## config.mk

```make
export PLATFORM = sky130hd
export DESIGN_NAME = multi_interval_timer_flat
export DESIGN_NICKNAME = d
export VERILOG_FILES = /design/src/rtl/timer_pkg.sv /design/src/rtl/multi_interval_timer_if.sv /design/src/rtl/timer_channel.sv /design/src/rtl/multi_interval_timer.sv /design/src/flat_wrapper.sv
export SDC_FILE = /design/constraint.sdc
export NUM_CORES = 1
export LEC_CHECK = 0
export ABC_AREA = 1
export BUFFER_PORTS_ARGS = -buffer_cell sky130_fd_sc_hd__buf_2
export CELL_PAD_IN_SITES_DETAIL_PLACEMENT = 0
export CELL_PAD_IN_SITES_GLOBAL_PLACEMENT = 1
export CORE_UTILIZATION = 41
export DETAILED_ROUTE_END_ITERATION = 10
export GPL_TIMING_DRIVEN = 0
export PLACE_DENSITY = 0.79
export SLEW_MARGIN = 40
export SYNTH_ARGS = -nofsm -noshare
export SYNTH_HDL_FRONTEND = slang
export SYNTH_SLANG_ARGS = --single-unit
```

## constraint.sdc

```tcl
create_clock -name clk -period 2.1 [get_ports clk]
set_input_delay 0.105 -clock clk [delete_from_list [all_inputs] [get_ports clk]]
set_output_delay 0.105 -clock clk [all_outputs]
set_load 0.005 [all_outputs]
```

## src/rtl/timer_pkg.sv

```systemverilog
// Shared types and constants for the multi-channel interval timer.
// Standard limit values assume the 100 MHz system clock.
package timer_pkg;

  typedef enum logic {
    ST_IDLE = 1'b0,
    ST_RUN  = 1'b1
  } timer_state_e;

  localparam logic MODE_ONESHOT  = 1'b0;
  localparam logic MODE_PERIODIC = 1'b1;

  localparam int unsigned CLK_HZ    = 100_000_000;
  localparam int unsigned TICKS_1S  = 99_999_999;
  localparam int unsigned TICKS_1MS = 99_999;

  // Interval of ms milliseconds expressed as a terminal count (interval = limit+1).
  function automatic int unsigned ms_to_limit(input int unsigned ms);
    return ms * (CLK_HZ / 1000) - 1;
  endfunction

endpackage

```

## src/rtl/multi_interval_timer_if.sv

```systemverilog
// Control/status bundle of the multi-channel interval timer.
// The controller side is the master, the timer is the slave.
interface multi_interval_timer_if #(
  parameter int N_CH  = 4,
  parameter int CNT_W = 27
);
  logic [N_CH-1:0]       start;
  logic [N_CH-1:0]       stop;
  logic [N_CH-1:0]       mode;
  logic [N_CH*CNT_W-1:0] limit;
  logic [N_CH-1:0]       busy;
  logic [N_CH-1:0]       done;
  logic [N_CH*CNT_W-1:0] count;

  modport master (
    output start, stop, mode, limit,
    input  busy, done, count
  );

  modport slave (
    input  start, stop, mode, limit,
    output busy, done, count
  );
endinterface

```

## src/rtl/timer_channel.sv

```systemverilog
// One interval timer channel: IDLE/RUN state, up-counter and shadowed limit/mode.
// All outputs are flops; nothing combinational reaches the ports.
//
// state   | meaning
// --------+-----------------------------------------------------------
// ST_IDLE | stopped, cnt held at 0, waiting for start
// ST_RUN  | counting 0..lim_q; terminal count ends or wraps the interval
module timer_channel
  import timer_pkg::*;
#(
  parameter int CNT_W  = 27,
  parameter bit RETRIG = 1'b1
) (
  input  logic             clk,
  input  logic             rst_n,
  input  logic             start,
  input  logic             stop,
  input  logic             mode,
  input  logic [CNT_W-1:0] limit,
  output logic             busy,
  output logic             done,
  output logic [CNT_W-1:0] count
);

  timer_state_e     state;
  logic [CNT_W-1:0] cnt;
  logic [CNT_W-1:0] lim_q;
  logic             mode_q;
  logic             busy_q;
  logic             done_q;

  always_ff @(posedge clk or negedge rst_n) begin
    if (!rst_n) begin
      state  <= ST_IDLE;
      cnt    <= '0;
      lim_q  <= '0;
      mode_q <= MODE_ONESHOT;
      busy_q <= 1'b0;
      done_q <= 1'b0;
    end else begin
      done_q <= 1'b0;
      if (stop) begin
        state  <= ST_IDLE;
        busy_q <= 1'b0;
        cnt    <= '0;
      end else begin
        case (state)
          ST_IDLE: begin
            cnt <= '0;
            if (start) begin
              state  <= ST_RUN;
              busy_q <= 1'b1;
              lim_q  <= limit;
              mode_q <= mode;
            end
          end
          ST_RUN: begin
            if (start && RETRIG) begin
              // Retrigger pre-empts a terminal count landing on the same edge.
              cnt    <= '0;
              lim_q  <= limit;
              mode_q <= mode;
            end else if (cnt == lim_q) begin
              cnt    <= '0;
              done_q <= 1'b1;
              if (mode_q == MODE_PERIODIC) begin
                lim_q <= limit;
              end else begin
                state  <= ST_IDLE;
                busy_q <= 1'b0;
              end
            end else begin
              cnt <= cnt + CNT_W'(1);
            end
          end
          default: begin
            state  <= ST_IDLE;
            busy_q <= 1'b0;
            cnt    <= '0;
          end
        endcase
      end
    end
  end

  assign busy  = busy_q;
  assign done  = done_q;
  assign count = cnt;

endmodule

```

## src/rtl/multi_interval_timer.sv

```systemverilog
// N independent interval timer channels; the top only slices and
// concatenates the per-channel buses.
module multi_interval_timer
  import timer_pkg::*;
#(
  parameter int N_CH   = 4,
  parameter int CNT_W  = 27,
  parameter bit RETRIG = 1'b1
) (
  input logic                    clk,
  input logic                    rst_n,
  multi_interval_timer_if.slave  tif
);

  for (genvar i = 0; i < N_CH; i++) begin : g_ch
    timer_channel #(
      .CNT_W  (CNT_W),
      .RETRIG (RETRIG)
    ) u_ch (
      .clk   (clk),
      .rst_n (rst_n),
      .start (tif.start[i]),
      .stop  (tif.stop[i]),
      .mode  (tif.mode[i]),
      .limit (tif.limit[i*CNT_W +: CNT_W]),
      .busy  (tif.busy[i]),
      .done  (tif.done[i]),
      .count (tif.count[i*CNT_W +: CNT_W])
    );
  end

endmodule

```

## src/flat_wrapper.sv

```systemverilog
// flat-port wrapper written by rule: the top's interface ports become plain ports
module multi_interval_timer_flat import timer_pkg::*;
#(
  parameter int N_CH   = 4,
  parameter int CNT_W  = 27,
  parameter bit RETRIG = 1'b1
)
  (clk, rst_n, tif_start, tif_stop, tif_mode, tif_limit, tif_busy, tif_done, tif_count);
  multi_interval_timer_if #(.N_CH(N_CH), .CNT_W(CNT_W)) tif_i ();
  input logic clk;
  input logic rst_n;
  input wire logic [$bits(tif_i.start)-1:0] tif_start;
  input wire logic [$bits(tif_i.stop)-1:0] tif_stop;
  input wire logic [$bits(tif_i.mode)-1:0] tif_mode;
  input wire logic [$bits(tif_i.limit)-1:0] tif_limit;
  output wire logic [$bits(tif_i.busy)-1:0] tif_busy;
  output wire logic [$bits(tif_i.done)-1:0] tif_done;
  output wire logic [$bits(tif_i.count)-1:0] tif_count;
  assign tif_i.start = tif_start;
  assign tif_i.stop = tif_stop;
  assign tif_i.mode = tif_mode;
  assign tif_i.limit = tif_limit;
  assign tif_busy = tif_i.busy;
  assign tif_done = tif_i.done;
  assign tif_count = tif_i.count;
  multi_interval_timer #(.N_CH(N_CH), .CNT_W(CNT_W), .RETRIG(RETRIG)) u_core (.clk(clk), .rst_n(rst_n), .tif(tif_i));
endmodule
```

==> run metrics, run 1 <==
run status=completed; Avg Cell Area, Syn=7.83 um2; dpl ws=0.0392 ns; R2R depth=9; vias in the first global route=11,100; WS Path Type=flop to flop; worst skew pair latency=0.54 ns; Max Clock Freq=0.505 GHz; layout overhead on the synthesized area=34.7%; die area=0.0308 mm2; CTS Root Cell=clkbuf_16; leak pwr=0.00809 uW; async set or reset register ratio after synthesis=100%; die width=175 um; flops & latches, synth=232; clk buf depth=3; Worst-Margin Slew=0.651 ns; n_diodes=0; WL per Instance=14.4 um; CP startpoint kind=flop; slowest CP cell=dlygate4sd3_1; Largest stage delay, worst path=0.56 ns; GR Util All Layers=22.7%; CTS tree=done; slew margin rel.=56.6%; Mapped Area=0.0123 mm2; largest net degree at the start of global routing=69; post-synth top area share=47.1%; Fin Hold WS=0.0705 ns; final worst slack=0.118 ns; layout cell share with drive strength beyond 1=20.4%; crit share post-route=94.4%; Power Density=761 mW/mm2; VDD IR max=0.640 mV; placed cells=2,204; Clk pin slew, worst setup/hold paths=0.06 ns; crit-path max FO=6; row cnt=63; vias after detailed routing=11,300; gpl congestion=0.835; worst reg2reg setup slack=0.12 ns; Sink Count=232; dominant cells by area after synthesis=dfrtp_1, nand2_1, nor2_1, xnor2_1, nand3_1; register area share after synthesis=47.1%; Post-layout nets=2,105; first-pass GRT wire length=56,600 um; GRT Residual Overflow=0; kind of path behind the tightest hold check=input port to async pin; cell chain of the critical path=buf_2 -> xnor2_1 -> nand2_1 -> nor2_2 -> nand2_1 -> nor2_2 -> nand2_4 -> nor3_2 -> dlygate4sd3_1; via/cell ratio=4.73; Synth area leader=dfrtp_1; post-route ant nets=0; Max-Cap Viols=0; Die Ht=175 um; detailed placer's ending HPWL=24,400 um; cts bufs inserted=28; FF-to-FF Start=u_core.g_ch[3].u_ch.count[11]; EDFF count, synth=0; IO buf count=237; Yosys cell types=32; num ports=238; Final Hold Vio Count=0; DR iter-0 viols=691; syn nets=1,700; Worst Path Arrival=2.46 ns; Initial Util=41.6%; Fin Setup TNS=0 ns; max-slew violations=0; post-route minimum period=1.98 ns; wirelength, routed=34,300 um; core box area=0.0296 mm2; drt drc=0; YS warnings=0; DRT Pass-1 Iters=6; Mapped Cells=1,574; non-filler cells, final=2,391; Worst Path Required=2.58 ns; top_reg_cell synth=dfrtp_1; final setup fails=0; CTS H-Tree Depth=1; Final Skew=0.0118 ns; initial antenna violation count=0; worst reg2reg path endpoint=u_core.g_ch[3].u_ch.done; endpoint class of the critical path=flop
-- per-layer routing --
metal / track usage [%] / vias up / part of all wire, %
li1: - / 5721 / -
met1: 30.9 / 5295 / 47
met2: 37.8 / 252 / 47
met3: 3.92 / 41 / 5.1
met4: 5.11 / 0 / 1.6
met5: 0 / - / 0
-- how the worst max path moves through the flow --
stage                                  startpoint                            end  slack, ns  depth (start not counted)
floorplan            u_core.g_ch[1].u_ch.count[0]  u_core.g_ch[1].u_ch.count[22]       0.43                         10
global placement                            rst_n   u_core.g_ch[0].u_ch.lim_q[2]      -3.47                          1
detailed placement  u_core.g_ch[0].u_ch.count[13]  u_core.g_ch[0].u_ch.count[19]       0.04                         11
CTS                 u_core.g_ch[0].u_ch.count[13]  u_core.g_ch[0].u_ch.count[19]       0.02                         11
global route        u_core.g_ch[3].u_ch.count[19]       u_core.g_ch[3].u_ch.done     -0.009                         10
finish              u_core.g_ch[3].u_ch.count[11]       u_core.g_ch[3].u_ch.done       0.12                          9
-- layout make-up --
| type | count | area, um2 |
|---|---|---|
| Fill cell | 2821 | 13000 |
| Sequential cell | 232 | 5820 |
| Multi-Input combinational cell | 1143 | 5690 |
| Timing Repair Buffer | 375 | 2600 |
| Clock buffer | 36 | 802 |
| Inverter | 155 | 582 |
| Tap cell | 390 | 488 |
| Buffer | 44 | 330 |
| Clock inverter | 16 | 297 |
-- metrics by stage --
stage                     power, uW  cell area [um2]  utilization [%]
after floorplan                6280            12300                -
after global routing          13300            16600             56.0
after detailed placement       6870            14100             47.5
after CTS                     12800            16500             55.5
after global placement         6810            14000             47.2
final                         12600            16600             56.0
-- layout by cell type, fill, tap and decap left out, types with 3 or more instances in the layout --
cell type / instances
ha_1: 4
dfrtp_1: 219
xnor2_1: 84
clkbuf_16: 29
clkbuf_1: 4
nor4_1: 6
inv_1: 148
buf_4: 22
bufinv_16: 8
nand3_1: 143
nor2_2: 14
nand3_2: 3
nand2_1: 484
o21ai_0: 11
buf_2: 251
nor3_2: 6
and3_1: 4
a21oi_1: 21
nor2_1: 193
nor2_4: 6
inv_2: 7
nand4_1: 20
xor2_1: 58
dfrtp_2: 13
clkinv_2: 5
nor3_1: 61
nand2_2: 9
dlygate4sd3_1: 127
buf_6: 12
nand2_4: 5
clkbuf_8: 5
mux2_2: 3
-- repair_timing --
action	in CTS	in global routing
hold buffers	127	0
setup buffers	0	8
setup endpoints to repair	0	134
gates resized for setup	0	32
hold endpoints to repair	295	0
-- cells in the mapped netlist (2+ instances only) --
library cell,number
nand2_4,4
and3_1,4
nand3_2,3
nand3_1,143
xor2_1,58
a21oi_1,21
buf_6,12
nor2_1,202
nor3_2,5
buf_2,16
nor2_4,2
dfrtp_1,232
nand2_1,486
a31oi_1,2
clkbuf_1,2
nand4_1,20
xnor2_1,84
buf_4,14
nor3_1,62
ha_1,4
o21ai_0,11
inv_1,148
nor2_2,9
inv_2,7
nor4_1,6
nand2_2,9
mux2_2,3
-- where the power goes --
group          leakage, uW  internal [uW]  switching, uW
Clock             0.000535           3680           2000
Sequential         0.00303           4900            309
Combinational      0.00453            837            927
Total              0.00809           9410           3230
-- flip-flops by register name, indices dropped and copies added, names as in the netlist --
register,cells
u_core.g_ch.u_ch.count,108
u_core.g_ch.u_ch.done,4
u_core.g_ch.u_ch.lim_q,108
u_core.g_ch.u_ch.mode_q,4
u_core.g_ch.u_ch.busy,4
u_core.g_ch.u_ch.state,4
-- worst max-delay path, delay by kind of cell (launching register included) --
kind          cells  cell delay (ns)
simple gates      6             0.64
buf+inv           2             0.72
xor+xnor          1             0.16
flops             1             0.38
-- kinds of logic (layout without fill, tap and decap cells) --
kind of cell	count (synthesis)	in the layout	synth area share, %
and+or+nand+nor	958	958	33.2
DFF	232	232	47.1
buffers and inverters	199	626	7.38
xor gates and xnor gates	142	142	10.1
AOI/OAI and AO/OA	36	36	1.59
adders and majority gates	4	4	0.406
muxes	3	3	0.274
(Power assumes the default switching activity.)
==> inputs of run 2 (changes only) <==
--- a/config.mk
+++ b/config.mk
@@ -9,10 +9,10 @@
 export BUFFER_PORTS_ARGS = -buffer_cell sky130_fd_sc_hd__buf_2
 export CELL_PAD_IN_SITES_DETAIL_PLACEMENT = 0
 export CELL_PAD_IN_SITES_GLOBAL_PLACEMENT = 1
-export CORE_UTILIZATION = 41
+export CORE_UTILIZATION = 37
 export DETAILED_ROUTE_END_ITERATION = 10
 export GPL_TIMING_DRIVEN = 0
-export PLACE_DENSITY = 0.79
+export PLACE_DENSITY = 0.75
 export SLEW_MARGIN = 40
 export SYNTH_ARGS = -nofsm -noshare
 export SYNTH_HDL_FRONTEND = slang
==> constraint.sdc (replaced) <==
create_clock -name clk -period 1.7 [get_ports clk]
set_input_delay 0.085 -clock clk [delete_from_list [all_inputs] [get_ports clk]]
set_output_delay 0.085 -clock clk [all_outputs]
set_load 0.02 [all_outputs]
==> run metrics, run 2 (synthesis results as in run 1) <==
DRT Pass-1 Iters=8; Max Clock Freq=0.554 GHz; CP startpoint kind=flop; CTS H-Tree Depth=1; max-slew violations=0; CTS tree=done; n_diodes=0; Worst Path Required=2.18 ns; slew margin rel.=64.9%; detailed placer's ending HPWL=25,100 um; crit share post-route=106%; final worst slack=-0.104 ns; crit-path max FO=6; worst skew pair latency=0.54 ns; run status=finished with violations; non-filler cells, final=2,600; vias after detailed routing=12,200; Post-layout nets=2,262; Max-Cap Viols=0; first-pass GRT wire length=60,300 um; clk buf depth=3; Sw Ratio=27.7%; kind of path behind the tightest hold check=input port to async pin; Clock power frac=39.9%; Int Power=11,400 uW; Clk pin slew, worst setup/hold paths=0.06 ns; GR Util All Layers=22.3%; unrepaired setup endpoints after global routing=true; dpl ws=-0.345 ns; Final Skew=0.00986 ns; leak pwr=0.00921 uW; failing checks=setup timing; wirelength, routed=40,300 um; Core Util, Final=59.7%; via/cell ratio=4.69; die width=185 um; VDD IR max=0.743 mV; vias in the first global route=11,700; Logic pwr share=18.5%; row cnt=66; leading cell type in the layout, fill and taps excluded=nand2_1; die area=0.0341 mm2; Die Ht=185 um; Power Density=808 mW/mm2; Sink Count=232; placed cells=2,257; most frequent cells in the layout=nand2_1, buf_2, dfrtp_1; WL per Instance=15.5 um; layout cell share with drive strength beyond 1=41.2%; Worst-Margin Slew=0.525 ns; GRT Residual Overflow=0; endpoint class of the critical path=flop; sequential share of power=41.6%; post-route minimum period=1.80 ns; CTS Root Cell=clkbuf_16; post-route ant nets=0; IO buf count=237; layout overhead on the synthesized area=58.3%; WS Path Type=flop to flop; Finished Cell Area=0.0195 mm2; Initial Util=37.7%; Post-DP Area=0.0142 mm2; initial antenna violation count=1; fill count=2,897; Worst Path Arrival=2.28 ns; switching power=4360 uW; largest net degree at the start of global routing=73; Final Hold Vio Count=0; cts bufs inserted=29; DR iter-0 viols=564; final setup fails=145; Design Power=15,800 uW; gpl congestion=0.824; num ports=238; drt drc=0; R2R depth=10; core box area=0.0327 mm2
[run 2: stage by stage]
step	setup TNS, ns	hold WS (ns)
2_1_floorplan	-0.0248	-0.211
3_3_place_gp	-939.47	0.294
3_5_place_dp	-46.61	-0.0957
4_1_cts	-2.16	0.152
5_1_grt	-25.43	0.191
6_report	-7.58	0.160
[run 2: area by class of cell]
type	instances	area (um2)	area share [%]
tap	442	553	2.83
clock buffer	44	852	4.37
multi-input combinational	1145	6990	35.8
timing repair buffer	531	4070	20.9
inverter	155	582	2.98
buffer	42	439	2.25
clock inverter	9	124	0.635
sequential	232	5900	30.2
[run 2: final timing paths]
kind / slack (ns) / end / from
max reg2reg: -0.10 / u_core.g_ch[1].u_ch.lim_q[19] / u_core.g_ch[1].u_ch.count[3]
min reg2reg: 0.50 / u_core.g_ch[1].u_ch.lim_q[3] / u_core.g_ch[1].u_ch.lim_q[3]
max in group asynchronous: 0.65 / u_core.g_ch[0].u_ch.count[8] / rst_n
min in group clk: 0.30 / u_core.g_ch[0].u_ch.lim_q[12] / tif_limit[12]
min: 0.16 / u_core.g_ch[3].u_ch.lim_q[21] / rst_n
max: -0.10 / u_core.g_ch[1].u_ch.lim_q[19] / u_core.g_ch[1].u_ch.count[3]
[run 2: timing repair]
action / 4_1_cts / 5_1_grt
endpoints found under the setup margin: 213 / 223
hold endpoints to repair: 326 / 0
hold buffers: 127 / 0
buffers inserted: 77 / 68
resized for setup: 216 / 280
gates cloned: 11 / 9
pin swaps: 44 / 122
[run 2: worst max-delay path, cell delays in order (launching register included)]
cell and delay [ns]:
dfrtp_1 0.50, xor2_1 0.22, nor2_2 0.14, nand2_1 0.10, nor2_4 0.14, nand2_4 0.10
nand2_8 0.12, buf_12 0.14, clkbuf_16 0.15, nand3_2 0.06, nand2_1 0.06
[run 2: layer usage]
metal  up-vias  global-route usage, %  wire length [um]
met5         -                      0                12
met4         2                   6.57              1040
met3        67                   4.01              2000
met2       314                   37.2             19500
met1      5767                   29.3             17700
li1       6054                      -                 -
[run 2: power by group through the flow]
stage	logic [uW]	clock network [uW]	registers, uW
floorplan	1330	0	6440
global placement	1920	0	6520
detailed placement	1980	0	6530
CTS	2520	6460	6480
global route	3240	6680	6620
finish	2920	6290	6550
